### src/rtl/sdram_bist.sv
// Pattern write/read-back BIST acting as manager on the SDRAM core request/accept/ack handshake.
// Define SDRAM_BIST_TIMEOUT_EN to compile in the per-request watchdog.
module sdram_bist #(
    parameter int unsigned           ADDR_WIDTH = 32,
    parameter int unsigned           DATA_WIDTH = 32,
    parameter logic [ADDR_WIDTH-1:0] BASE_ADDR  = '0,
    parameter int unsigned           NUM_WORDS  = 1024,
    parameter int unsigned           ADDR_STEP  = 4,
    parameter int unsigned           TIMEOUT    = 255
) (
    input  logic                  clk,
    input  logic                  rst,
    input  logic                  start,
    input  logic [31:0]           seed,
    output logic                  busy,
    output logic                  done,
    output logic                  pass,
    output logic [15:0]           fail_count,
    output logic [ADDR_WIDTH-1:0] first_fail_addr,
    output logic                  timeout,
    output logic [3:0]            wr,
    output logic                  rd,
    output logic [7:0]            len,
    output logic [ADDR_WIDTH-1:0] addr,
    output logic [DATA_WIDTH-1:0] write_data,
    input  logic                  accept,
    input  logic                  ack,
    input  logic                  error,
    input  logic [DATA_WIDTH-1:0] read_data
);

    typedef enum logic [2:0] {IDLE, WR_REQ, WR_WAIT, RD_REQ, RD_WAIT, FINISH} state_t;

    localparam logic [15:0]           LAST_IDX = 16'(NUM_WORDS - 1);
    localparam logic [ADDR_WIDTH-1:0] STEP     = ADDR_WIDTH'(ADDR_STEP);

    state_t                state, state_n;
    logic                  issued, issued_n;
    logic [15:0]           idx;
    logic [ADDR_WIDTH-1:0] cur_addr;
    logic [31:0]           seed_q;
    logic [DATA_WIDTH-1:0] pattern;
    logic                  rd_phase, last_word;
    logic                  start_acc, acked, fail_evt;
    logic                  timed_out;

    assign pattern   = DATA_WIDTH'(cur_addr) ^ DATA_WIDTH'(seed_q);
    assign rd_phase  = (state == RD_REQ) || (state == RD_WAIT);
    assign last_word = (idx == LAST_IDX);
    assign len       = '0;
    assign timeout   = timed_out;

`ifdef SDRAM_BIST_TIMEOUT_EN
    localparam int unsigned WAIT_W = (TIMEOUT < 1) ? 1 : $clog2(TIMEOUT + 1);

    logic [WAIT_W-1:0] wait_cnt;
    logic              active, tmo;

    assign active = (state == WR_REQ) || (state == WR_WAIT) ||
                    (state == RD_REQ) || (state == RD_WAIT);
`endif

    always_ff @(posedge clk) begin
        if (rst) state <= IDLE;
        else     state <= state_n;
    end

    // Each request opens with one idle cycle (issued low), so strobes always drop
    // for a cycle after an accept even when the next word follows immediately.
    always_comb begin
        state_n   = state;
        issued_n  = issued;
        start_acc = 1'b0;
        acked     = 1'b0;
        fail_evt  = 1'b0;
`ifdef SDRAM_BIST_TIMEOUT_EN
        tmo       = 1'b0;
`endif
        case (state)
            IDLE: begin
                if (start) begin
                    start_acc = 1'b1;
                    state_n   = WR_REQ;
                end
            end
            WR_REQ, RD_REQ: begin
                if (!issued) begin
                    issued_n = 1'b1;
                end else if (accept) begin
                    issued_n = 1'b0;
                    if (ack) acked = 1'b1;
                    else     state_n = rd_phase ? RD_WAIT : WR_WAIT;
                end
            end
            WR_WAIT, RD_WAIT: acked = ack;
            FINISH:  state_n = IDLE;
            default: state_n = IDLE;
        endcase

        if (acked) begin
            fail_evt = error || (rd_phase && (read_data != pattern));
            if (last_word) state_n = rd_phase ? FINISH : RD_REQ;
            else           state_n = rd_phase ? RD_REQ : WR_REQ;
        end

`ifdef SDRAM_BIST_TIMEOUT_EN
        if (active && !acked && !(issued && accept) && (wait_cnt == WAIT_W'(TIMEOUT))) begin
            tmo      = 1'b1;
            issued_n = 1'b0;
            state_n  = FINISH;
        end
`endif
    end

    always_comb begin
        wr         = '0;
        rd         = 1'b0;
        addr       = '0;
        write_data = '0;
        if (issued && state == WR_REQ) begin
            wr         = 4'hF;
            addr       = cur_addr;
            write_data = pattern;
        end
        if (issued && state == RD_REQ) begin
            rd   = 1'b1;
            addr = cur_addr;
        end
    end

    always_ff @(posedge clk) begin
        if (rst) begin
            issued          <= 1'b0;
            idx             <= '0;
            cur_addr        <= '0;
            seed_q          <= '0;
            busy            <= 1'b0;
            done            <= 1'b0;
            pass            <= 1'b0;
            fail_count      <= '0;
            first_fail_addr <= '0;
        end else begin
            issued <= issued_n;
            if (start_acc) begin
                seed_q          <= seed;
                idx             <= '0;
                cur_addr        <= BASE_ADDR;
                busy            <= 1'b1;
                done            <= 1'b0;
                pass            <= 1'b0;
                fail_count      <= '0;
                first_fail_addr <= '0;
            end
            if (acked) begin
                if (last_word) begin
                    idx      <= '0;
                    cur_addr <= BASE_ADDR;
                end else begin
                    idx      <= idx + 16'd1;
                    cur_addr <= cur_addr + STEP;
                end
            end
            if (fail_evt) begin
                if (fail_count != '1) fail_count <= fail_count + 16'd1;
                if (fail_count == '0) first_fail_addr <= cur_addr;
            end
            if (state == FINISH) begin
                done <= 1'b1;
                pass <= (fail_count == '0) && !timed_out;
                busy <= 1'b0;
            end
        end
    end

`ifdef SDRAM_BIST_TIMEOUT_EN
    always_ff @(posedge clk) begin
        if (rst) begin
            wait_cnt  <= '0;
            timed_out <= 1'b0;
        end else begin
            if (state_n != state || acked) wait_cnt <= '0;
            else if (active)               wait_cnt <= wait_cnt + WAIT_W'(1);
            if (start_acc) timed_out <= 1'b0;
            else if (tmo)  timed_out <= 1'b1;
        end
    end
`else
    assign timed_out = 1'b0;
`endif

endmodule

### config.mk
export PLATFORM = sky130hd
export DESIGN_NAME = sdram_bist
export DESIGN_NICKNAME = d
export VERILOG_FILES = /design/src/rtl/sdram_bist.sv
export SDC_FILE = /design/constraint.sdc
export NUM_CORES = 1
export LEC_CHECK = 0
export BUFFER_PORTS_ARGS = -buffer_cell sky130_fd_sc_hd__buf_2
export CORE_MARGIN = 5
export CORE_UTILIZATION = 50
export CTS_CLUSTER_SIZE = 14
export DETAILED_ROUTE_END_ITERATION = 12
export PLACE_DENSITY_LB_ADDON = 0.08
export SYNTH_ARGS = -nofsm -noshare
export SYNTH_HDL_FRONTEND = slang
export SYNTH_SLANG_ARGS = --single-unit
### constraint.sdc
create_clock -name clk -period 2.8 [get_ports clk]
set_input_delay 0.28 -clock clk [delete_from_list [all_inputs] [get_ports clk]]
set_output_delay 0.28 -clock clk [all_outputs]
set_load 0.005 [all_outputs]
==> results_dict.tcl <==
set metrics [dict create \
    drive_above_1_share_pct 25.5 \
    placementRows 44 \
    cts_tree "built" \
    r2r_slack_ps 260 \
    clock_skew_ps 10.2 \
    start_kind "register" \
    seq_power_share_pct 40.4 \
    area_growth_pct 22.7 \
    wl_per_cell_um 17.6 \
    cpLargestDelayFamily "buffers and inverters" \
    fmax_mhz 390 \
    postCtsHoldBufs 0 \
    io_buffers 187 \
    powerDensity_nw_per_um2 527 \
    worst-setup-path-type "register to output port" \
    max_stage_delay_ps 470 \
    netlist-cell-type-count 58 \
    firstDrtPassIters 7 \
    grt_pass1_wl_um 36000 \
    cp_num_buf_inv 4 \
    insertion_delay_ps 420 \
    grt_util_all_layers_pct 25.6 \
    grt_pass1_vias 6487 \
    synthArstFlopShare_pct 0 \
    timing_max_transition_violations_final 0 \
    leakage_uw 0.00419 \
    synth_warnings 0 \
    switching_share_pct 25.0 \
    io_pins 199 \
    post-place-ws_ps 328 \
    ir_drop_v 0.000406 \
    crit_required_ps 2520 \
    grt_start_max_net_pins 82 \
    postCtsSetupRepairBufs 0 \
    status "finished clean" \
    cp_slowest_cell "dfxtp_1" \
    grt_antenna_before_repair 0 \
    place_congestion 0.860 \
    yosysSeqAreaShare_pct 35.3 \
    cp.depth 8 \
    drc 0 \
    wirelength_um 22700 \
    finalHoldViolations 0 \
    synthFlopType "dfxtp_1" \
    gr-total-overflow 0 \
    cts.htree.levels 4 \
    max_slew.worst_pin.slew_ps 783 \
    chipHeight_um 133 \
    rsz0062_at_grt "no" \
    comb_power_share_pct 9.9 \
    r2r-end "first_fail_addr[21]" \
    cap_violations 0 \
    cp.arrival_ps 2280 \
    cp-endpoint "write_data[1]" \
    drt_iter0_drc 575 \
    setup_viol 0 \
    fin_nets 1164 \
    clock_power_share_pct 49.7 \
    worstPathCellList "nor2b_2 > buf_6 > and2_1 > nand2b_1 > buf_4 > inv_1 > and2_1 > buf_2" \
    synth_edf_count 0 \
    dr_total_vias 6922 \
    antenna_cells 0 \
    drtAntennaViolNets 0 \
    fin_crit_sh_pct 91.5 \
    wl_met2_um 9650 \
    regToRegStartpoint "cur_addr[18]" \
    rr_worst_depth 8 \
    postSynthAreaPerCell_um2 8.23 \
    utilization_pct 63.2 \
    viasPerCell 5.38 \
    core_um2 14600 \
    endpoint_kind "output port" \
    path_common_cell "and2_1" \
    min_path_type "input port to register" \
    path_clk_slew_ps 60 \
    p_switching_uw 1220 \
    dp_hpwl_um 16500 \
    synth_seq_cells 133 \
    p_int_uw 3650 \
    dieWidth_um 133 \
    cp-startpoint "state[0]" \
    period_minus_slack_ps 2560 \
    drt-met1-wl_um 11100 \
    postSynthCellCount 916 \
    relSlewSlack_pct 47.8 \
    highest_layer "met4" \
    start_util_pct 51.5 \
    clockBufferDepth 2 \
    crit_fanout 34 \
    cts_made_buffers 17 \
    setup_tns_ps 0 \
    synth_area_um2 7540 \
    die_area_um2 17600 \
    cts_root_buf "clkbuf_16" \
    clkSinkCount 133 \
    p_total_uw 4870 \
    met3_length_um 1580 \
    layout_setup_ws_ps 239 \
]
==> cell usage after synthesis (all sizes together) (11+ instances only) <==
library cell	number	area, um^2
nand2	146	548
dfxtp	133	2660
nor2	96	360
a21oi	57	285
xnor2	52	455
clkbuf	45	169
buf	43	325
and3	40	250
nand2b	39	244
mux2i	34	340
nand3	31	155
xnor3	22	495
nor3	18	90.1
o21ai	18	97.6
nand4	14	87.6
nor4	11	81.3
==> cells by family after synthesis <==
kind of cell / synth area share, %
AOI/OAI and AO/OA: 9.54
adders and majority gates: 0.830
muxes: 4.66
other: 0.0497
DFF: 35.3
buffers and inverters: 6.95
and+or+nand+nor: 28.9
xor gates and xnor gates: 13.8
==> layer usage <==
metal,track usage [%],up-vias
met1,38.3,3184
met5,0,-
met3,6.07,24
li1,-,3450
met2,36.3,264
met4,7.97,0
==> state kept, by name (all words and copies together) (netlist names) <==
name and flops:
seed_q 32, state 3, first_fail_addr 32, pass 1, cur_addr 30, busy 1, done 1, idx 16
fail_count 16, issued 1
==> power groups by stage <==
stage | registers [uW] | clock network [uW] | logic, uW
4_1_cts | 1970 | 2450 | 478
6_report | 1970 | 2420 | 481
3_5_place_dp | 2010 | 0 | 476
5_1_grt | 1970 | 2540 | 523
3_3_place_gp | 2010 | 0 | 478
2_1_floorplan | 2000 | 0 | 334
==> worst min path at each step <==
stage,start,to,cells past startpoint
finish,seed[8],seed_q[8],3
global route,seed[28],seed_q[28],3
CTS,seed[0],seed_q[0],3
detailed placement,first_fail_addr[25],first_fail_addr[25],2
global placement,done,done,2
floorplan,seed[14],seed_q[14],2
==> final cells by class <==
type	count	area, um^2
well taps	184	230
fillers	1353	5400
flip-flops and latches	133	2660
repair buffers	232	1290
clock inverters	14	200
clock buffers	18	439
inverters	8	30.0
multi-input cells	697	4390
==> tightest hold or removal path, stage by stage <==
cell and delay [ps]:
buf_2 100, nand2_1 40, a21oi_1 50
==> timing repair <==
item | 4_1_cts | 5_1_grt
endpoints found under the hold margin | 0 | 0
setup endpoints to repair | 0 | 2
gates resized for setup | 0 | 1
==> stage by stage <==
stage / instances / hold slack, ps / cell area [um^2]
finish: 1286 / 88.9 / 9250
global route: 1286 / 83.1 / 9250
CTS: 1286 / 73.9 / 9250
detailed placement: 1254 / 450 / 8610
global placement: 1254 / 440 / 8610
floorplan: 926 / 416 / 7580
==> placed cells by master, fill, tap and decap left out, drive strengths merged, types with 14 or more instances in the layout <==
cell,instances
buf,232
nand2,146
dfxtp,133
nor2,96
a21oi,57
xnor2,52
and3,40
nand2b,39
mux2i,34
nand3,31
xnor3,22
nor3,18
clkbuf,18
o21ai,18
nand4,14
Power figures use the tool's default switching activity.
